===== config.mk =====
export PLATFORM = sky130hd
export DESIGN_NAME = if_id_queue
export DESIGN_NICKNAME = d
export VERILOG_FILES = /design/src/rtl/if_id_queue_pkg.sv /design/src/rtl/if_id_queue_sync_fifo_mem.sv /design/src/rtl/if_id_queue.sv
export SDC_FILE = /design/constraint.sdc
export NUM_CORES = 1
export LEC_CHECK = 0
export BUFFER_PORTS_ARGS = -buffer_cell sky130_fd_sc_hd__buf_2
export CORE_ASPECT_RATIO = 1.25
export CORE_UTILIZATION = 40
export CTS_BUF_LIST = sky130_fd_sc_hd__clkbuf_8
export DETAILED_ROUTE_END_ITERATION = 10
export PLACE_DENSITY = 0.59
export SLEW_MARGIN = 20
export SYNTH_ARGS = -nofsm -noshare
export SYNTH_HDL_FRONTEND = slang
export SYNTH_SLANG_ARGS = --single-unit
export TNS_END_PERCENT = 30

===== constraint.sdc =====
create_clock -name clk -period 3.2 [get_ports clk]
set_clock_uncertainty 0.15 [all_clocks]
set_input_delay 0.16 -clock clk [delete_from_list [all_inputs] [get_ports clk]]
set_output_delay 0.16 -clock clk [all_outputs]
set_load 0.005 [all_outputs]

===== src/rtl/if_id_queue_pkg.sv =====
// Shared definitions for the IF/ID instruction queue: bus widths, reset/stall
// encodings and the output-stage load selector.
package if_id_queue_pkg;

    localparam int unsigned InstAddrBusW = 32;
    localparam int unsigned InstBusW     = 32;

    localparam logic [31:0] ZeroWord  = 32'h0000_0000;
    localparam logic        RstEnable = 1'b1;
    localparam logic        Stop      = 1'b1;
    localparam logic        NoStop    = 1'b0;

    // What the ID-side register loads at the next edge
    typedef enum logic [1:0] {
        OUT_HOLD   = 2'd0,
        OUT_HEAD   = 2'd1,
        OUT_BYPASS = 2'd2,
        OUT_BUBBLE = 2'd3
    } out_sel_e;

endpackage


===== src/rtl/if_id_queue_sync_fifo_mem.sv =====
// Queue storage: DEPTH words with a registered write port and an
// asynchronous read port addressed by the read pointer.
module if_id_queue_sync_fifo_mem #(
    parameter int unsigned DEPTH  = 4,
    parameter int unsigned DATA_W = 64,
    parameter int unsigned PTR_W  = $clog2(DEPTH)
) (
    input  logic              clk,
    input  logic              i_we,
    input  logic [PTR_W-1:0]  i_waddr,
    input  logic [DATA_W-1:0] i_wdata,
    input  logic [PTR_W-1:0]  i_raddr,
    output logic [DATA_W-1:0] o_rdata_c
);

    logic [DATA_W-1:0] r_mem [DEPTH];

    // Contents need no reset: pointers and count define what is valid
    always_ff @(posedge clk) begin
        if (i_we) begin
            r_mem[i_waddr] <= i_wdata;
        end
    end

    assign o_rdata_c = r_mem[i_raddr];

endmodule


===== src/rtl/if_id_queue.sv =====
// DEPTH-entry instruction queue between fetch and decode with a registered
// ID-side output stage; empty-queue fetches bypass straight into the output.
module if_id_queue
    import if_id_queue_pkg::*;
#(
    parameter int unsigned ADDR_W = InstAddrBusW,
    parameter int unsigned INST_W = InstBusW,
    parameter int unsigned DEPTH  = 4,
    parameter int unsigned CNT_W  = $clog2(DEPTH + 1)
) (
    input  logic              clk,
    input  logic              rst,
    input  logic              i_flush,
    input  logic              i_if_valid,
    input  logic [ADDR_W-1:0] i_if_pc,
    input  logic [INST_W-1:0] i_if_inst,
    output logic              o_if_ready,
    input  logic              i_id_stall,
    output logic              o_id_valid,
    output logic [ADDR_W-1:0] o_id_pc,
    output logic [INST_W-1:0] o_id_inst,
    output logic [CNT_W-1:0]  o_count
);

    localparam int unsigned PTR_W  = $clog2(DEPTH);
    localparam int unsigned DATA_W = ADDR_W + INST_W;

    logic [PTR_W-1:0]  r_rd_ptr;
    logic [PTR_W-1:0]  r_wr_ptr;
    logic [CNT_W-1:0]  r_count;
    logic              r_if_ready;
    logic              r_id_valid;
    logic [ADDR_W-1:0] r_id_pc;
    logic [INST_W-1:0] r_id_inst;

    logic              w_empty;
    logic              w_hold;
    logic              w_push;
    logic              w_pop;
    logic              w_bypass;
    logic              w_enq;
    logic              w_mem_we;
    logic [CNT_W-1:0]  w_count_nxt;
    logic [DATA_W-1:0] w_head;
    logic [ADDR_W-1:0] w_head_pc;
    logic [INST_W-1:0] w_head_inst;
    out_sel_e          w_out_sel;

    // Handshake, pop/bypass decision and next occupancy
    always_comb begin
        w_empty     = (r_count == '0);
        w_hold      = (i_id_stall == Stop);
        w_push      = i_if_valid && r_if_ready;
        w_pop       = !w_hold && !w_empty;
        w_bypass    = !w_hold && w_empty && w_push;
        w_enq       = w_push && !w_bypass;
        w_count_nxt = r_count;
        if (w_enq && !w_pop) begin
            w_count_nxt = r_count + CNT_W'(1);
        end else if (!w_enq && w_pop) begin
            w_count_nxt = r_count - CNT_W'(1);
        end

        w_out_sel = OUT_HOLD;
        if (!w_hold) begin
            if (!w_empty) begin
                w_out_sel = OUT_HEAD;
            end else if (w_push) begin
                w_out_sel = OUT_BYPASS;
            end else begin
                w_out_sel = OUT_BUBBLE;
            end
        end
    end

    assign w_mem_we    = w_enq && (rst != RstEnable) && !i_flush;
    assign w_head_pc   = w_head[DATA_W-1 -: ADDR_W];
    assign w_head_inst = w_head[INST_W-1:0];

    if_id_queue_sync_fifo_mem #(
        .DEPTH  (DEPTH),
        .DATA_W (DATA_W),
        .PTR_W  (PTR_W)
    ) u_mem (
        .clk       (clk),
        .i_we      (w_mem_we),
        .i_waddr   (r_wr_ptr),
        .i_wdata   ({i_if_pc, i_if_inst}),
        .i_raddr   (r_rd_ptr),
        .o_rdata_c (w_head)
    );

    // Pointers and count; if_ready is registered so it never sees id_stall
    always_ff @(posedge clk) begin
        if (rst == RstEnable) begin
            r_rd_ptr   <= '0;
            r_wr_ptr   <= '0;
            r_count    <= '0;
            r_if_ready <= 1'b1;
        end else if (i_flush) begin
            r_rd_ptr   <= '0;
            r_wr_ptr   <= '0;
            r_count    <= '0;
            r_if_ready <= 1'b1;
        end else begin
            if (w_enq) begin
                r_wr_ptr <= r_wr_ptr + PTR_W'(1);
            end
            if (w_pop) begin
                r_rd_ptr <= r_rd_ptr + PTR_W'(1);
            end
            r_count    <= w_count_nxt;
            r_if_ready <= (w_count_nxt != CNT_W'(DEPTH));
        end
    end

    // ID-side output register; a bubble is an all-zero word with valid low
    always_ff @(posedge clk) begin
        if (rst == RstEnable) begin
            r_id_valid <= 1'b0;
            r_id_pc    <= ADDR_W'(ZeroWord);
            r_id_inst  <= INST_W'(ZeroWord);
        end else if (i_flush) begin
            r_id_valid <= 1'b0;
            r_id_pc    <= ADDR_W'(ZeroWord);
            r_id_inst  <= INST_W'(ZeroWord);
        end else begin
            unique case (w_out_sel)
                OUT_HEAD: begin
                    r_id_valid <= 1'b1;
                    r_id_pc    <= w_head_pc;
                    r_id_inst  <= w_head_inst;
                end
                OUT_BYPASS: begin
                    r_id_valid <= 1'b1;
                    r_id_pc    <= i_if_pc;
                    r_id_inst  <= i_if_inst;
                end
                OUT_BUBBLE: begin
                    r_id_valid <= 1'b0;
                    r_id_pc    <= ADDR_W'(ZeroWord);
                    r_id_inst  <= INST_W'(ZeroWord);
                end
                default: begin
                    r_id_valid <= r_id_valid;
                    r_id_pc    <= r_id_pc;
                    r_id_inst  <= r_id_inst;
                end
            endcase
        end
    end

    assign o_if_ready = r_if_ready;
    assign o_id_valid = r_id_valid;
    assign o_id_pc    = r_id_pc;
    assign o_id_inst  = r_id_inst;
    assign o_count    = r_count;

endmodule


==> metrics.md, run 1 <==
| Metric | Value |
|---|---|
| Status | `finished clean` |
| DR vias | `7017` |
| Dpl hpwl | `16.08 mm` |
| Setup WS pre-CTS | `451.5 ps` |
| Grt ovf | `0` |
| Synthesized instance count | `621` |
| Overall Global Routing Usage | `0.1755` |
| WL per Instance | `20.84 µm` |
| Cell Chain, Critical Path | `inv_1 > ha_1 > nor2b_1 > a21oi_1 > and3_4 > buf_4` |
| Remaining DRCs | `0` |
| Max Fclk | `367.1 MHz` |
| Combinational power share | `0.051` |
| Clk network pwr share | `0.395` |
| CTS tree | `done` |
| Clk pin slew, worst setup/hold paths | `70 ps` |
| Post-CTS setup buffer count | `0` |
| R2r startpoint | `o_count[0]$_SDFF_PP0_` |
| Post-synth top cells | `edfxtp_1 (256), dfxtp_1 (75), nor2_1 (71)` |
| Required time worst endpoint | `3300 ps` |
| Main combinational cell family by area after synthesis | `multiplexers` |
| Fin util | `0.4996` |
| Worst-Margin Slew | `834.8 ps` |
| Power Internal | `6671 µW` |
| Io pins | `138` |
| # Max-Cap Violations | `0` |
| Die area | `31170 µm²` |
| Crit path arrival time | `2820 ps` |
| Layout cell share with drive strength beyond 1 | `0.3281` |
| Post-route ant nets | `0` |
| Min cycle time layout | `2724 ps` |
| Std cell rows | `71` |
| Worst slew margin | `0.4435` |
| Final Hold Vio Count | `0` |
| Synth warn | `0` |
| Pwr per Cell Area | `565.9 nW/µm²` |
| Largest stage delay on the critical path | `520 ps` |
| H-tree Lvls | `2` |
| Synth Area per Inst | `19.62 µm²` |
| Slowest-stage cell, CP | `and3_4` |
| Total core area | `30030 µm²` |
| Die Span X | `158.1 µm` |
| Placer Congestion | `0.7716` |
| Iteration-0 DRC Markers | `663` |
| Largest net degree at the start of global routing | `69` |
| Flop pwr share | `0.554` |
| Post-synthesis compound-gate area fraction | `0.05833` |
| Net Count, Synth | `697` |
| Synth-to-layout area growth | `23.12%` |
| Lkg Pwr | `0.005226 µW` |
| Xor/xnor share of the synthesized area | `0.002157` |
| Crit path capture type | `flip-flop` |
| DP Cell Count | `1133` |
| Vias in the first global route | `7279` |
| Max FO, Critical Path | `21` |
| First-pass DRT Iterations | `8` |
| Antenna cells | `0` |
| Top-area cell type share of the netlist area | `0.6309` |
| Seq/Total Area, Yosys | `0.7542` |
| Num Clock Sinks | `331` |
| Total CTS buffers | `49` |
| Peak VDD IR | `0.0002970 V` |
| Fin cells | `1291` |
| Clock Path Buffers | `3` |
| EDFF count, synth | `256` |
| Hold Startpoint | `i_if_pc[17]` |
| WP buf/inv | `2` |
| CTS root buf | `clkbuf_8` |
| Synth Area in Adders | `0.007188` |
| Final TNS setup | `0 ps` |
| Final critical-path share of the clock period | `0.8512` |
| Worst Setup SP | `o_count[0]$_SDFF_PP0_` |
| Area share of and/or/nand/nor cells after synthesis | `0.03204` |
| Die Y | `197.1 µm` |
| Vias per cell | `5.435` |
| Worst min path class | `in2reg` |
| Library cells used by synthesis | `35` |
| Final Setup Violations | `0` |
| RSZ-0062 raised after global routing | `false` |
| Switching Fraction | `0.2142` |
| PnR Total Power | `8489 µW` |
| Total Wirelength | `26.90 mm` |
| Cell family with most CP delay | `simple AND/OR/NAND/NOR gates` |
| Final WS setup | `476.3 ps` |
| Number of port buffers | `137` |
| Top cells by area, synth | `edfxtp_1 (63%), dfxtp_1 (12%), mux4_2 (11%)` |
| Count leader, synth | `edfxtp_1` |
| Synthesized cell area | `12180 µm²` |
| Layout net count | `928` |
| Synth async-reset ratio | `0` |
| Global-route wire length before repair | `41.10 mm` |
| Initial antenna violation count | `0` |
| #FFs+latches synth | `331` |
| Net switching power | `1819 µW` |
| CP startpoint kind | `flip-flop` |
| Synth Flop Type | `edfxtp_1` |
| Crit path kind | `reg2reg` |
| Post-synth top area cell | `edfxtp_1` |
| Max-slew violation count | `0` |
| Initial Util | `0.4058` |
| Clock latency on the worst-skew pair | `560 ps` |
| Post-synthesis mux area share | `0.1212` |
-- through the flow --
step	instance area, µm²	hold slack (ps)
floorplan	12190	108.9
global placement	13340	242.4
detailed placement	13340	246.1
CTS	15000	180.6
global route	15000	203.4
finish	15000	223.1
-- timing repair --
item	4_1_cts	5_1_grt
endpoints found under the hold margin	326	0
gates resized for setup	0	0
hold buffers	69	0
-- registers in the layout, summed over array words and instances (netlist names), named ones only --
name	cells
o_id_valid	1
u_mem.r_mem	256
r_rd_ptr	2
o_id_inst	32
o_if_ready	1
r_wr_ptr	2
o_count	3
o_id_pc	32
-- path summary, 6_finish.rpt --
kind / to / slack (ps) / depth (start not counted)
hold / removal: u_mem.r_mem[1][49]$_DFFE_PP_ / 220 / 2
setup reg to reg: u_mem.r_mem[2][23]$_DFFE_PP_ / 480 / 6
hold reg to reg: o_id_pc[10]$_SDFFE_PP0P_ / 370 / 2
setup / recovery: u_mem.r_mem[2][23]$_DFFE_PP_ / 480 / 6
-- cells by family (layout without fill, tap and decap cells) --
family / count (synthesis) / count (layout)
compound gates: 74 / 74
simple gates: 91 / 91
mux: 66 / 66
flops: 331 / 331
buf+inv: 49 / 318
xor+xnor: 3 / 3
fa+ha+maj: 7 / 7
-- power groups by stage --
stage	Sequential, µW	Combinational, µW	Clock (µW)
finish	4700	434	3360
global route	4700	470	3630
CTS	4700	438	3450
detailed placement	4790	369	0
global placement	4790	354	0
floorplan	4790	198	0
-- area by class of cell --
class                   instances  area, µm²
well taps                     401      501.7
flip-flops and latches        331       9196
clock buffers                  54      743.2
repair buffers                224       1599
clock inverters                35      222.7
fillers                      2574      15030
multi-input cells             241       2719
inverters                       5      18.77
-- per-layer routing --
layer,GRT usage,routed length [µm]
met4,0.06303,490
met5,0,0
met2,0.3002,13860
met1,0.2195,10680
met3,0.03554,1874
-- cells in the final DEF, fill, tap and decap left out, types with 3 or more instances in the layout --
master,instances
bufinv_16,3
mux4_2,60
mux4_1,4
dfxtp_1,73
and3_1,3
buf_2,137
nor3_1,3
nor2_1,70
ha_1,7
buf_4,11
clkinv_1,5
edfxtp_1,256
buf_12,7
and3_4,4
a222oi_1,64
dlygate4sd3_1,69
clkinv_2,10
inv_1,21
clkbuf_8,54
No activity file was read; power rests on OpenSTA's default activity.
==> run 2: changes to the inputs <==
--- a/config.mk
+++ b/config.mk
@@ -7,10 +7,10 @@
 export LEC_CHECK = 0
 export BUFFER_PORTS_ARGS = -buffer_cell sky130_fd_sc_hd__buf_2
 export CORE_ASPECT_RATIO = 1.25
-export CORE_UTILIZATION = 40
+export CORE_UTILIZATION = 45
 export CTS_BUF_LIST = sky130_fd_sc_hd__clkbuf_8
 export DETAILED_ROUTE_END_ITERATION = 10
-export PLACE_DENSITY = 0.59
+export PLACE_DENSITY = 0.65
 export SLEW_MARGIN = 20
 export SYNTH_ARGS = -nofsm -noshare
 export SYNTH_HDL_FRONTEND = slang
==> constraint.sdc (replaced) <==
create_clock -name clk -period 3.2 [get_ports clk]
set_clock_uncertainty 0.15 [all_clocks]
set_input_delay 0.16 -clock clk [delete_from_list [all_inputs] [get_ports clk]]
set_output_delay 0.16 -clock clk [all_outputs]
set_load 0.1 [all_outputs]
==> run 2 against run 1 <==
  * Wire length about the same
  * Register-to-register slack got worse by 60 ps
  * Die area decreased by 11%
  * Clock-buffer cell count decreased by 1
  * Via count increased by 0.88%
  * Sequential share of layout area increased by 0.16 points
  * Final cell count decreased by 4.0%
  * Global-route usage increased by 2.3 points
  * Non-clock buffer count increased by 1
  * Sequential power about the same
  * Sequential cell count unchanged
  * Critical path type unchanged
  * Highest routed layer unchanged
==> metrics.md, run 2 (synthesis results as in run 1) <==
| Metric | Value |
|---|---|
| Overall Global Routing Usage | `0.1985 (was 0.1755)` |
| Total core area | `26740 µm² (was 30030 µm²)` |
| # Max-Cap Violations | `0 (unchanged)` |
| Worst min path class | `in2reg (unchanged)` |
| Commonest non-fill, non-tap cell in the layout | `edfxtp_1 (unchanged)` |
| Reg2reg end | `u_mem.r_mem[0][25]$_DFFE_PP_ (was u_mem.r_mem[2][23]$_DFFE_PP_)` |
| Clock Path Buffers | `3 (unchanged)` |
| Vias per cell | `5.713 (was 5.435)` |
| Clock latency on the worst-skew pair | `550 ps (was 560 ps)` |
| Vias in the first global route | `7289 (was 7279)` |
| R2R setup slack | `420 ps (was 480 ps)` |
| Std cell rows | `67 (was 71)` |
| WL per Instance | `21.70 µm (was 20.84 µm)` |
| CP startpoint kind | `flip-flop (unchanged)` |
| Num Clock Sinks | `331 (unchanged)` |
| Initial antenna violation count | `0 (unchanged)` |
| CTS root buf | `clkbuf_8 (unchanged)` |
| Pwr per Cell Area | `578.6 nW/µm² (was 565.9 nW/µm²)` |
| Peak VDD IR | `0.0003052 V (was 0.0002970 V)` |
| Setup WS pre-CTS | `423.5 ps (was 451.5 ps)` |
| Hold Startpoint | `i_if_inst[3] (was i_if_pc[17])` |
| Final Setup Violations | `0 (unchanged)` |
| Worst slew margin | `0.3855 (was 0.4435)` |
| Total CTS buffers | `49 (unchanged)` |
| R2r worst-path depth | `6 (unchanged)` |
| Iteration-0 DRC Markers | `722 (was 663)` |
| H-tree Lvls | `2 (unchanged)` |
| Filler cell count | `2042 (was 2574)` |
| Final WS setup | `417.1 ps (was 476.3 ps)` |
| First-pass DRT Iterations | `6 (was 8)` |
| Max Fclk | `359.3 MHz (was 367.1 MHz)` |
| Total Wirelength | `26.89 mm (was 26.90 mm)` |
| Worst hold endpoint | `u_mem.r_mem[2][3]$_DFFE_PP_ (was u_mem.r_mem[1][49]$_DFFE_PP_)` |
| Crit path arrival time | `2870 ps (was 2820 ps)` |
| Final TNS setup | `0 ps (unchanged)` |
| R2r startpoint | `o_count[0]$_SDFF_PP0_ (unchanged)` |
| Die Span X | `149.2 µm (was 158.1 µm)` |
| Global-route wire length before repair | `41.31 mm (was 41.10 mm)` |
| DR vias | `7079 (was 7017)` |
| Largest net degree at the start of global routing | `69 (unchanged)` |
| Commonest cells after routing, fill and taps aside | `edfxtp_1 (256), buf_2 (137), dfxtp_1 (73) (unchanged)` |
| CTS tree | `done (unchanged)` |
| Die Y | `186.0 µm (was 197.1 µm)` |
| Max FO, Critical Path | `25 (was 21)` |
| Layout net count | `929 (was 928)` |
| Hold depth | `2 (unchanged)` |
| Worst-Margin Slew | `921.8 ps (was 834.8 ps)` |
| Die area | `27740 µm² (was 31170 µm²)` |
| Post-CTS Resized | `0 (unchanged)` |
| Post-route ant nets | `0 (unchanged)` |
| Status | `finished clean (unchanged)` |
| Antenna cells | `0 (unchanged)` |
| Post-CTS Hold Buffers | `68 (was 69)` |
| Required time worst endpoint | `3290 ps (was 3300 ps)` |
| Final Hold Vio Count | `0 (unchanged)` |
| Dpl hpwl | `15.75 mm (was 16.08 mm)` |
| Placer Congestion | `0.8100 (was 0.7716)` |
| Crit path kind | `reg2reg (unchanged)` |
| Layout cell share with drive strength beyond 1 | `0.3300 (was 0.3281)` |
| Remaining DRCs | `0 (unchanged)` |
| Grt ovf | `0 (unchanged)` |
| Min cycle time layout | `2783 ps (was 2724 ps)` |
| Crit path capture type | `flip-flop (unchanged)` |
| Post-CTS setup buffer count | `0 (unchanged)` |
| Number of port buffers | `137 (unchanged)` |
| Max-slew violation count | `0 (unchanged)` |
| RSZ-0062 raised after global routing | `false (unchanged)` |
| Initial Util | `0.4556 (was 0.4058)` |
| Lkg Pwr | `0.005211 µW (was 0.005226 µW)` |
| Max reg flops | `256 (unchanged)` |
| Final critical-path share of the clock period | `0.8697 (was 0.8512)` |
| Io pins | `138 (unchanged)` |
| Largest reg by FF count | `u_mem.r_mem (unchanged)` |
| Clk pin slew, worst setup/hold paths | `60 ps (was 70 ps)` |
| Synth-to-layout area growth | `22.76% (was 23.12%)` |
==> run 2: changes by cell type in the layout (fill, tap and decap cells not counted) <==
| cell | change |
|---|---|
| clkinv_2 | -1 |
| dfxtp_2 | +1 |
| clkinvlp_4 | +3 |
| dlygate4sd3_1 | -1 |
| clkinv_1 | +6 |
| clkbuf_8 | -1 |
| buf_12 | +1 |
| inv_1 | -4 |
| dfxtp_4 | -1 |
| buf_4 | +1 |
==> run 2: final cells by class <==
cell class / count / area, µm² / area share
flip-flops and latches: 331 / 9194 / 0.6147
multi-input cells: 241 / 2719 / 0.1818
repair buffers: 225 / 1617 / 0.1081
clock buffers: 53 / 729.5 / 0.04877
well taps: 345 / 431.7 / 0.02886
clock inverters: 39 / 247.7 / 0.01656
inverters: 5 / 18.77 / 0.001255
==> run 2: routing by layer <==
layer,share of wire,routed length [µm],track usage,vias up
met3,0.077,2079,0.03578,39
li1,-,-,-,3085
met1,0.39,10390,0.2540,3608
met5,0,0,0,-
met2,0.52,13910,0.3401,347
met4,0.019,510,0.06816,0
==> run 2: worst max path at each step <==
| stage | to | slack, ps | depth (start not counted) | from |
|---|---|---|---|---|
| 2_1_floorplan | u_mem.r_mem[0][0]$_DFFE_PP_ | -280 | 5 | o_count[0]$_SDFF_PP0_ |
| 3_3_place_gp | u_mem.r_mem[0][23]$_DFFE_PP_ | 520 | 6 | o_count[0]$_SDFF_PP0_ |
| 3_5_place_dp | u_mem.r_mem[0][17]$_DFFE_PP_ | 420 | 6 | o_count[0]$_SDFF_PP0_ |
| 4_1_cts | u_mem.r_mem[0][22]$_DFFE_PP_ | 420 | 6 | o_count[0]$_SDFF_PP0_ |
| 5_1_grt | u_mem.r_mem[0][25]$_DFFE_PP_ | 200 | 6 | o_count[0]$_SDFF_PP0_ |
| 6_report | u_mem.r_mem[0][25]$_DFFE_PP_ | 420 | 6 | o_count[0]$_SDFF_PP0_ |
==> run 2: worst max-delay path, stage by stage, from the launching register on <==
cell     delay, ps
dfxtp_1        440
inv_1          120
ha_1           220
nor2b_1        180
a21oi_1        480
and3_4         590
buf_4          310
==> run 2: through the flow <==
step	total power (µW)	instances	hold slack (ps)	util	area, µm²
final	8655	1239	231.3	0.5593	14960
after global placement	5322	1079	237.2	0.4973	13300
after global routing	8962	1239	213.6	0.5593	14960
after floorplan	5163	621	108.9	-	12190
after CTS	8729	1239	194.0	0.5593	14960
after detailed placement	5345	1079	249.0	0.4973	13300
==> run 2: report_power, final <==
group / switching [µW] / internal, µW
Clock: 1560 / 1780
Combinational: 412 / 204
Sequential: 26.3 / 4670
Total: 2000 / 6660
==> run 3: changes to the inputs <==
--- a/config.mk
+++ b/config.mk
@@ -8,7 +8,7 @@
 export BUFFER_PORTS_ARGS = -buffer_cell sky130_fd_sc_hd__buf_2
 export CORE_ASPECT_RATIO = 1.25
 export CORE_UTILIZATION = 45
-export CTS_BUF_LIST = sky130_fd_sc_hd__clkbuf_8
+export CTS_BUF_LIST = sky130_fd_sc_hd__clkbuf_16
 export DETAILED_ROUTE_END_ITERATION = 10
 export PLACE_DENSITY = 0.65
 export SLEW_MARGIN = 20
==> run 3 against run 2 <==
  * First-iteration DRC count is 13% higher
  * Combinational power is essentially flat
  * Final cell count fell by 2.9%
  * Non-clock buffer count unchanged
  * Sequential power about the same
  * Utilization fell by 0.19 points
  * Critical path depth stayed put
  * Power about the same
  * Maximum frequency grew 0.45%
  * Critical path type unchanged
  * Largest power group unchanged
==> metrics.md, run 3 (synthesis results as in run 1) <==
| Metric | Value |
|---|---|
| Crit path kind | `reg2reg (unchanged)` |
| Area occupied by multi-input gates | `2719 µm² (unchanged)` |
| Grt met1 use | `0.2579 (was 0.2540)` |
| Vias in the first global route | `7161 (was 7289)` |
| Max-slew violation count | `0 (unchanged)` |
| Total CTS buffers | `30 (was 49)` |
| Commonest non-fill, non-tap cell in the layout | `edfxtp_1 (unchanged)` |
| Lkg Pwr | `0.005150 µW (was 0.005211 µW)` |
| R2r worst-path depth | `6 (unchanged)` |
| DP Cell Count | `1079 (unchanged)` |
| Max FO, Critical Path | `25 (unchanged)` |
| Final TNS setup | `0 ps (unchanged)` |
| Dpl hpwl | `15.75 mm (unchanged)` |
| Status | `finished clean (unchanged)` |
| Met2 Use GR | `0.3373 (was 0.3401)` |
| CTS tree | `done (unchanged)` |
| Post-route ant nets | `0 (unchanged)` |
| Grt ovf | `0 (unchanged)` |
| Total core area | `26740 µm² (unchanged)` |
| Filler cell count | `2048 (was 2042)` |
| Worst min path class | `in2reg (unchanged)` |
| Synth-to-layout area growth | `22.35% (was 22.76%)` |
| Layout cell share with drive strength beyond 1 | `0.3193 (was 0.3300)` |
| Reg2reg end | `u_mem.r_mem[0][24]$_DFFE_PP_ (was u_mem.r_mem[0][25]$_DFFE_PP_)` |
| DR vias | `6996 (was 7079)` |
| CTS root buf | `clkbuf_16 (was clkbuf_8)` |
| Largest reg by FF count | `u_mem.r_mem (unchanged)` |
| Io pins | `138 (unchanged)` |
| Met3 Usage GRT | `0.02574 (was 0.03578)` |
| Final Setup Violations | `0 (unchanged)` |
| Final critical-path share of the clock period | `0.8657 (was 0.8697)` |
| Initial Util | `0.4556 (unchanged)` |
| Seq. cell area | `9194 µm² (unchanged)` |
| H-tree Lvls | `1 (was 2)` |
| Max Fclk | `361.0 MHz (was 359.3 MHz)` |
| Overall Global Routing Usage | `0.1961 (was 0.1985)` |
| Num Clock Sinks | `331 (unchanged)` |
| Worst slew margin | `0.3856 (was 0.3855)` |
| Max reg flops | `256 (unchanged)` |
| Largest net degree at the start of global routing | `69 (unchanged)` |
| Peak VDD IR | `0.0003874 V (was 0.0003052 V)` |
| Crit path arrival time | `2860 ps (was 2870 ps)` |
| Die Span X | `149.2 µm (unchanged)` |
| # Max-Cap Violations | `0 (unchanged)` |
| RSZ-0062 raised after global routing | `false (unchanged)` |
| Fin cells | `1203 (was 1239)` |
| Die area | `27740 µm² (unchanged)` |
| R2R setup slack | `430 ps (was 420 ps)` |
| Number of port buffers | `137 (unchanged)` |
| Clock latency on the worst-skew pair | `550 ps (about the same)` |
| Final Hold Vio Count | `0 (unchanged)` |
| Commonest cells after routing, fill and taps aside | `edfxtp_1 (256), buf_2 (137), dfxtp_1 (73) (unchanged)` |
| R2r startpoint | `o_count[0]$_SDFF_PP0_ (unchanged)` |
| Setup crit end | `u_mem.r_mem[0][24]$_DFFE_PP_ (was u_mem.r_mem[0][25]$_DFFE_PP_)` |
| Layout net count | `910 (was 929)` |
| Vias per cell | `5.815 (was 5.713)` |
| Antenna cells | `0 (unchanged)` |
| Largest stage delay on the critical path | `590 ps (about the same)` |
| Crit path capture type | `flip-flop (unchanged)` |
| Die Y | `186.0 µm (unchanged)` |
| Initial antenna violation count | `0 (unchanged)` |
| Clock Path Buffers | `3 (unchanged)` |
| Global-route wire length before repair | `40.89 mm (was 41.31 mm)` |
| Cell Chain, Critical Path | `inv_1 > ha_1 > nor2b_1 > a21oi_1 > and3_4 > buf_4 (unchanged)` |
| Slowest-stage cell, CP | `and3_4 (unchanged)` |
| Required time worst endpoint | `3290 ps (about the same)` |
| Iteration-0 DRC Markers | `817 (was 722)` |
| Placer Congestion | `0.8100 (unchanged)` |
| First-pass DRT Iterations | `5 (was 6)` |
| Min cycle time layout | `2770 ps (was 2783 ps)` |
| Worst Setup SP | `o_count[0]$_SDFF_PP0_ (unchanged)` |
| Total Wirelength | `26.76 mm (was 26.89 mm)` |
| Remaining DRCs | `0 (unchanged)` |
| Worst-Margin Slew | `921.5 ps (was 921.8 ps)` |
| CP startpoint kind | `flip-flop (unchanged)` |
| Std cell rows | `67 (unchanged)` |
| Top Usage Layer GRT | `met2 (unchanged)` |
| Pwr per Cell Area | `580.2 nW/µm² (was 578.6 nW/µm²)` |
| WL per Instance | `22.24 µm (was 21.70 µm)` |
| Clk pin slew, worst setup/hold paths | `70 ps (was 60 ps)` |
-- run 3: cell count changes in the layout (fill, tap and decap cells not counted) --
cell / before / now
clkbuf_8: 53 / 0
inv_6: 0 / 2
clkinvlp_4: 3 / 2
bufinv_16: 3 / 1
clkbuf_16: 0 / 31
inv_1: 17 / 10
clkinv_1: 11 / 3
clkinv_2: 9 / 11
-- run 3: how the worst min path moves through the flow --
stage                  start                      endpoint  slack [ps]  cells past startpoint
2_1_floorplan   i_if_inst[0]   u_mem.r_mem[0][0]$_DFFE_PP_         110                      0
3_3_place_gp   i_if_inst[31]  u_mem.r_mem[2][31]$_DFFE_PP_         240                      1
3_5_place_dp     i_if_pc[25]  u_mem.r_mem[1][57]$_DFFE_PP_         250                      1
4_1_cts          i_if_pc[23]  u_mem.r_mem[2][55]$_DFFE_PP_         220                      2
5_1_grt          i_if_pc[13]  u_mem.r_mem[3][45]$_DFFE_PP_         230                      2
6_report       i_if_inst[20]  u_mem.r_mem[3][20]$_DFFE_PP_         230                      2
-- run 3: repair_timing --
action                                  4_1_cts  5_1_grt
endpoints found under the hold margin       326        0
resized for setup                             0        0
endpoints found under the setup margin        0        0
buffers inserted                              0        0
hold buffers                                 68        0
-- run 3: area by class of cell --
| cell class | count | area share |
|---|---|---|
| tap | 345 | 0.02896 |
| clock inverter | 25 | 0.01016 |
| timing repair buffer | 225 | 0.1084 |
| inverter | 5 | 0.001259 |
| clock buffer | 31 | 0.05204 |
| sequential | 331 | 0.6168 |
| multi-input combinational | 241 | 0.1824 |
-- run 3: stage by stage --
step	worst slack [ps]	area [µm²]	hold slack, ps	power [µW]	util
finish	429.6	14910	228.0	8649	0.5574
global route	195.5	14910	226.6	8928	0.5574
CTS	419.3	14910	215.8	8718	0.5574
detailed placement	423.5	13300	249.0	5345	0.4973
global placement	522.0	13300	237.2	5322	0.4973
floorplan	-280.4	12190	108.9	5163	-
-- run 3: critical path: cells and delay by family (launching register included) --
family	cells	cell delay, ps
DFF	1	440
AOI/OAI and AO/OA	1	470
and+or+nand+nor	2	770
adders and majority gates	1	220
buffers and inverters	2	420
-- run 3: where the power goes --
group | internal, µW | leakage, µW | switching, µW | total [µW]
Sequential | 4670 | 0.00292 | 26.2 | 4700
Clock | 1840 | 0.000485 | 1490 | 3330
Combinational | 204 | 0.00175 | 414 | 618
Total | 6720 | 0.00515 | 1930 | 8650
-- run 3: layer usage --
metal	up-vias	routed length [µm]
li1	3034	-
met1	3620	10600
met2	302	13840
met3	40	1715
met4	0	604
met5	-	0
